`src/rtl/regfile_pkg.sv`:
```
// Shared defaults and index type for the scoreboarded register file.
// Consumers: register_file_sb, rf_scoreboard and the bench.
package regfile_pkg;

  localparam int DEFAULT_DATA_W   = 32;
  localparam int DEFAULT_NUM_REGS = 32;
  localparam int DEFAULT_ADDR_W   = $clog2(DEFAULT_NUM_REGS);

  typedef logic [DEFAULT_ADDR_W-1:0] reg_idx_t;

endpackage

```
`src/rtl/rf_scoreboard.sv`:
```
// One pending bit per register: set on issue, cleared on writeback.
// Bit 0 is never set, so register 0 can never be reported busy.
module rf_scoreboard
  import regfile_pkg::*;
#(
  parameter  int NUM_REGS = DEFAULT_NUM_REGS,
  localparam int ADDR_W   = $clog2(NUM_REGS)
) (
  input  logic                clk,
  input  logic                rst_n,
  input  logic                set_en,
  input  logic [ADDR_W-1:0]   set_idx,
  input  logic                clr_en,
  input  logic [ADDR_W-1:0]   clr_idx,
  output logic [NUM_REGS-1:0] pending
);

  // Set is tested first so a same-cycle issue and writeback leaves the bit pending.
  always_ff @(posedge clk or negedge rst_n) begin
    if (!rst_n) begin
      pending <= '0;
    end else begin
      for (int i = 1; i < NUM_REGS; i++) begin
        if (set_en && set_idx == ADDR_W'(i)) begin
          pending[i] <= 1'b1;
        end else if (clr_en && clr_idx == ADDR_W'(i)) begin
          pending[i] <= 1'b0;
        end
      end
    end
  end

endmodule

```
`src/rtl/register_file_sb.sv`:
```
// Two-read/one-write register file with issue scoreboard and stall output.
// Define REGFILE_BYPASS_EN to forward same-cycle writeback data to the read ports.
module register_file_sb
  import regfile_pkg::*;
#(
  parameter  int DATA_W   = DEFAULT_DATA_W,
  parameter  int NUM_REGS = DEFAULT_NUM_REGS,
  localparam int ADDR_W   = $clog2(NUM_REGS)
) (
  input  logic              clk,
  input  logic              rst_n,
  input  logic [ADDR_W-1:0] ReadReg1,
  input  logic [ADDR_W-1:0] ReadReg2,
  output logic [DATA_W-1:0] ReadData1,
  output logic [DATA_W-1:0] ReadData2,
  output logic              Busy1,
  output logic              Busy2,
  input  logic              RegWrite,
  input  logic [ADDR_W-1:0] WriteReg,
  input  logic [DATA_W-1:0] WriteData,
  input  logic              IssueValid,
  input  logic [ADDR_W-1:0] IssueReg,
  output logic              Stall
);

  logic [DATA_W-1:0]   regs [NUM_REGS];
  logic [NUM_REGS-1:0] pending;
  logic                hit1;
  logic                hit2;

  // Register 0 is only ever loaded by reset, which keeps it hard-wired to zero.
  always_ff @(posedge clk or negedge rst_n) begin
    if (!rst_n) begin
      for (int i = 0; i < NUM_REGS; i++) begin
        regs[i] <= '0;
      end
    end else if (RegWrite && WriteReg != '0) begin
      regs[WriteReg] <= WriteData;
    end
  end

  rf_scoreboard #(
    .NUM_REGS (NUM_REGS)
  ) u_scoreboard (
    .clk     (clk),
    .rst_n   (rst_n),
    .set_en  (IssueValid),
    .set_idx (IssueReg),
    .clr_en  (RegWrite),
    .clr_idx (WriteReg),
    .pending (pending)
  );

`ifdef REGFILE_BYPASS_EN
  // Gated by rst_n so nothing leaks onto the read ports while in reset.
  assign hit1 = rst_n & RegWrite & (WriteReg != '0) & (WriteReg == ReadReg1);
  assign hit2 = rst_n & RegWrite & (WriteReg != '0) & (WriteReg == ReadReg2);
`else
  assign hit1 = 1'b0;
  assign hit2 = 1'b0;
`endif

  assign ReadData1 = hit1 ? WriteData : regs[ReadReg1];
  assign ReadData2 = hit2 ? WriteData : regs[ReadReg2];
  assign Busy1     = pending[ReadReg1] & ~hit1;
  assign Busy2     = pending[ReadReg2] & ~hit2;
  assign Stall     = (Busy1 | Busy2) & IssueValid;

endmodule

```
`config.mk`:
```
export PLATFORM = sky130hd
export DESIGN_NAME = register_file_sb
export DESIGN_NICKNAME = d
export VERILOG_FILES = /design/src/rtl/regfile_pkg.sv /design/src/rtl/rf_scoreboard.sv /design/src/rtl/register_file_sb.sv
export SDC_FILE = /design/constraint.sdc
export NUM_CORES = 2
export LEC_CHECK = 0
export CORE_ASPECT_RATIO = 1.1
export CORE_MARGIN = 2
export CORE_UTILIZATION = 32
export CTS_CLUSTER_SIZE = 28
export DETAILED_ROUTE_END_ITERATION = 16
export PLACE_DENSITY_LB_ADDON = 0.1
export SETUP_SLACK_MARGIN = 0.02
export SKIP_CTS_REPAIR_TIMING = 1
export SLEW_MARGIN = 25
export SYNTH_ARGS = -nofsm -noshare
export SYNTH_HDL_FRONTEND = slang
export SYNTH_SLANG_ARGS = --single-unit
```
`constraint.sdc`:
```
create_clock -name clk -period 4.85 [get_ports clk]
set_clock_uncertainty 0.05 [all_clocks]
set_input_delay 1.2125 -clock clk [delete_from_list [all_inputs] [get_ports clk]]
set_output_delay 1.2125 -clock clk [all_outputs]
set_load 0.05 [all_outputs]
```
# After elaboration in Yosys (flattened, before gate mapping)
# Index checks and enable logic that the tools add are counted.
# W data, S select, Z words.
# word_totals
reg_bits	1055
in_bits	56
output_inout_bits	67
wordCells	307
# op_classes
order_cmp	6
n_eq_ne	62
n_reduce_logical	96
bitwise	5
muxes	75
# ops
cell	n
$bwmux W1024	1
$bmux W32 S5	2
$demux W32 S5	1
$eq A5 B5 Y1 const B	32
$mux W32	5
$eq A5 B4 Y1 const B	16
$logic_and A1 B1 Y1	64
$mux W1	64
$reduce_bool A2 Y1	31
$eq A5 B3 Y1 const B	8
$eq A5 B2 Y1 const B	4
$ge A6 B6 Y1 const B	3
$not A5 Y6	3
$lt A5 B6 Y1 const B	2
$bmux W1 S5	2
$eq A5 B1 Y1 const B	2
$lt A6 B1 Y1 const B	1
$reduce_bool A5 Y1	1
$and A1 B1 Y1	1
$or A1 B1 Y1	1

# Depth between registers and ports, before layout
# depth
depth_word	6
ltp_mapped	8
mapped_depth_nobuf	5

# Hierarchy
# Synthesis repeated with hierarchy kept, for this count alone.
# unflattened
hier_cells	3345
area_unflattened_um2	55695.9
# by_module_without_submodules
module	cells_per_inst	instances	area_each_um2	seq_area_each_um2
register_file_sb	3219	1	54383.4	25624.6
rf_scoreboard	126	1	1312.5	775.7

# Worst setup path before layout
# OpenSTA, ideal clock, no wires.
# synth_timing
path_type	input to output
startpoint	in ReadReg2[1]
endpoint	out Stall
t_required_ns	3.588
path_slack_ns	0.300
cell_stages	6
arrival_time_ns	3.288
n_path_buf	1
path_cell_list	buf_2 > mux2_1 > a221oi_1 > o22ai_1 > or3_1 > o41a_1
# synth_between
elab_chain_len	4
# synth_lines
item	line	text
start, declared	register_file_sb.sv:13	input logic [ADDR_W-1:0] ReadReg2,
$bmux W1 S5	register_file_sb.sv:66	assign Busy2 = pending[ReadReg2] & ~hit2;
$mux W1 (not written as such)	register_file_sb.sv:66	
named net Busy2	register_file_sb.sv:17	output logic Busy2,
$or A1 B1 Y1	register_file_sb.sv:67	assign Stall = (Busy1 | Busy2) & IssueValid;
$and A1 B1 Y1	register_file_sb.sv:67	
end, declared	register_file_sb.sv:23	output logic Stall
# The timed path passes the listed nets, and every way through them passes these cells. The select of a mux whose other input is x is not followed.

# Worst setup path in the final report
# layout_timing
startpoint	in ReadReg2[0]
endpoint	out ReadData2[23]
# layout_between
elab_chain_len	4
# layout_lines
item	line	text
$not A5 Y6 (not written as such)	register_file_sb.sv:64	assign ReadData2 = hit2 ? WriteData : regs[ReadReg2];
$bmux W32 S5	register_file_sb.sv:64	
$mux W32 (not written as such) (2 in series)	register_file_sb.sv:64	
end, declared	register_file_sb.sv:15	output logic [DATA_W-1:0] ReadData2,
# Every way passes these cells. The select of a mux whose other input is x is not followed.

==> flow_summary.yaml <==
synth:
  synth_commonest_cells: "dfrtp_1 (1055), mux2_2 (1000), mux4_2 (648), clkbuf_1 (247), buf_2 (77)"
  synth_warnings: 1
  synth_area_per_cell_sq_um: 16.74
  post-synth-top-count-cell: "dfrtp_1"
  syn-cell-area_sq_um: 55590
  synth_area_leaders: "dfrtp_1 (47%), mux4_2 (26%), mux2_2 (20%)"
  ys_ff_latch: 1055
  ys.flop_type: "dfrtp_1"
  yosys.area.top_type: "dfrtp_1"
  synth_top_area_share_pct: 47.49
  yosysUniqueCellTypes: 40
  syn_nets: 3377
  synth_edf_count: 0
  seq_area_frac_synth_pct: 47.49
  synthCells: 3321
  async_flop_share_pct: 100.0
drt:
  drtIter0Drc: 1940
  drc: 0
  ant_nets: 0
  drt-total-wl_mm: 188.7
  wl_per_cell_um: 32.73
  num_vias: 33013
  dr.pass1.iters: 5
  post_drt_via_cell_ratio: 5.725
cells_and_area:
  regArea_sq_um: 26400
  final_cell_area_sq_um: 65040
  final_layout_size_suffix_gt1_share_pct: 62.68
  multi_input_area_sq_um: 27720
  fill_cells: 15844
  area_growth_pct: 16.99
  fin_util_pct: 37.65
  nNetsFinal: 3459
setup_path:
  path_cells: "buf_8 > buf_12 > buf_4 > mux4_2 > mux4_2 > mux2_2 > buf_4"
  worstPathRequired_ps: 3590
  critPathBufInv: 4
  start_kind: "input pin"
  crit_type: "input pin to primary output"
  path_max_fanout: 20
  critPathTopFamily: "multiplexers"
  worstPathArrival_ps: 3480
  endpoint_kind: "primary output"
  critPathMaxStageDelay_ps: 510
  slowest_stage: "mux4_2"
pwr:
  pwr-share-clk_pct: 35.2
  p_leak_nw: 27.49
  pwr-share-comb_pct: 22.5
  p_sw_mw: 7.766
  p_sw_share_pct: 28.03
  power_frac_seq_pct: 42.4
  internal_power_mw: 19.94
  ir_drop_mv: 0.3851
  finalPower_mw: 27.71
  p_per_area_nw_per_um2: 426.0
sta:
  period_needed_ps: 4747
  fin_hold_ws_ps: 341.7
  fmax_ghz: 0.2106
  setup_violations: 0
  tightest_slew_ps: 1041
  rsz0062_at_grt: "false"
  tns_ps: 0
  final.period_utilization_pct: 97.88
  finalMaxSlewViolations: 0
  relSlewSlack_pct: 30.39
  finalHoldViolCount: 0
clock_tree:
  cts_root_buffer: "clkbuf_16"
  htree_num_levels: 4
  numCtsBuffers: 131
  cts.sinks: 1055
  clockBufferDepth: 3
  cts_tree: "built"
  path_clk_slew_ps: 60
  clkLatencyLatePin_ps: 770
die:
  start_util_pct: 32.18
  core_sq_um: 172800
  dieHeight_um: 441.2
  pin_count: 123
  die-area_sq_um: 177100
  rows: 160
  die_w_um: 401.4
place:
  routabilityCongestion: 0.7887
  io_buffers: 122
  dpl-instance-area_sq_um: 60890
  hpwl_mm: 112.6
grt:
  grt_usage_pct: 21.54
  grt_pass1_vias: 36137
  grt_max_degree: 103
  antenna_found_initial: 7
  overflow: 0
  grt_pass1_wl_mm: 274.1
worst_hold_path:
  hold_path_class: "input pin to asynchronous set/reset pin"
outcome:
  status: "complete, no violations"
run:
  drv_cap: 0
layout make-up:
class                           instances  area share, %
Antenna cell                            1       0.003848
Clock buffer                          191          5.887
Clock inverter                         36         0.5964
Inverter                                8        0.05387
Multi-Input combinational cell       1868          42.62
Sequential cell                      1055          40.59
Tap cell                             2268          4.363
Timing Repair Buffer                  339          5.889
state kept, by name, summed over array words and instances (netlist names):
signal / flops
regs: 1024
u_scoreboard.pending: 31
path summary, 6_finish.rpt:
kind	start	to	slack [ps]	cells after the start
max	ReadReg2[0]	ReadData2[23]	100	7
min	rst_n	u_scoreboard.pending[4]	340	1
max reg2reg	regs[625]	regs[625]	3970	1
min reg2reg	regs[1008]	regs[1008]	350	0
max in group asynchronous	rst_n	regs[842]	3070	3
min in group clk	regs[1008]	regs[1008]	350	0
power by group through the flow:
stage	Sequential (mW)	Combinational (mW)	Clock [mW]
after global routing	12.0	6.62	10.4
after floorplan	11.4	4.68	0
after global placement	11.7	6.20	0
after detailed placement	11.9	6.32	0
final	11.7	6.22	9.74
after CTS	11.7	6.34	10.0
metrics by stage:
stage,std cells,setup WS [ps]
2_1_floorplan,3321,299.7
3_3_place_gp,5537,40.60
3_5_place_dp,5537,56.90
4_1_cts,5764,58.15
5_1_grt,5766,20.45
6_report,5766,102.6
routing by layer:
layer  up-vias  global-route usage [%]  wire length, um
li1      13219                       -                -
met1     18739                   28.53            81960
met2       781                   36.82            94930
met3       268                   2.934             6654
met4         6                   6.665             5169
met5         -                       0               28
kinds of logic after synthesis:
logic type,share of synthesized area (%)
mux,47.92
buf+inv,3.070
simple gates,0.8530
compound gates,0.6729
flops,47.49
placed cells by master (no fill, tap or decap), types with 8 or more instances in the layout:
| master | n |
|---|---|
| a22o_1 | 11 |
| buf_12 | 97 |
| buf_2 | 22 |
| buf_4 | 188 |
| clkbuf_1 | 32 |
| clkbuf_16 | 135 |
| clkbuf_8 | 24 |
| clkdlybuf4s50_1 | 23 |
| clkinv_2 | 24 |
| dfrtp_1 | 1055 |
| mux2_1 | 59 |
| mux2_2 | 1000 |
| mux2i_1 | 12 |
| mux4_2 | 648 |
| nand2_1 | 15 |
| nand2_4 | 11 |
| nand2b_1 | 8 |
| nor2_1 | 9 |
| nor2_4 | 12 |
| o21ai_0 | 23 |
(Power assumes the default switching activity.)
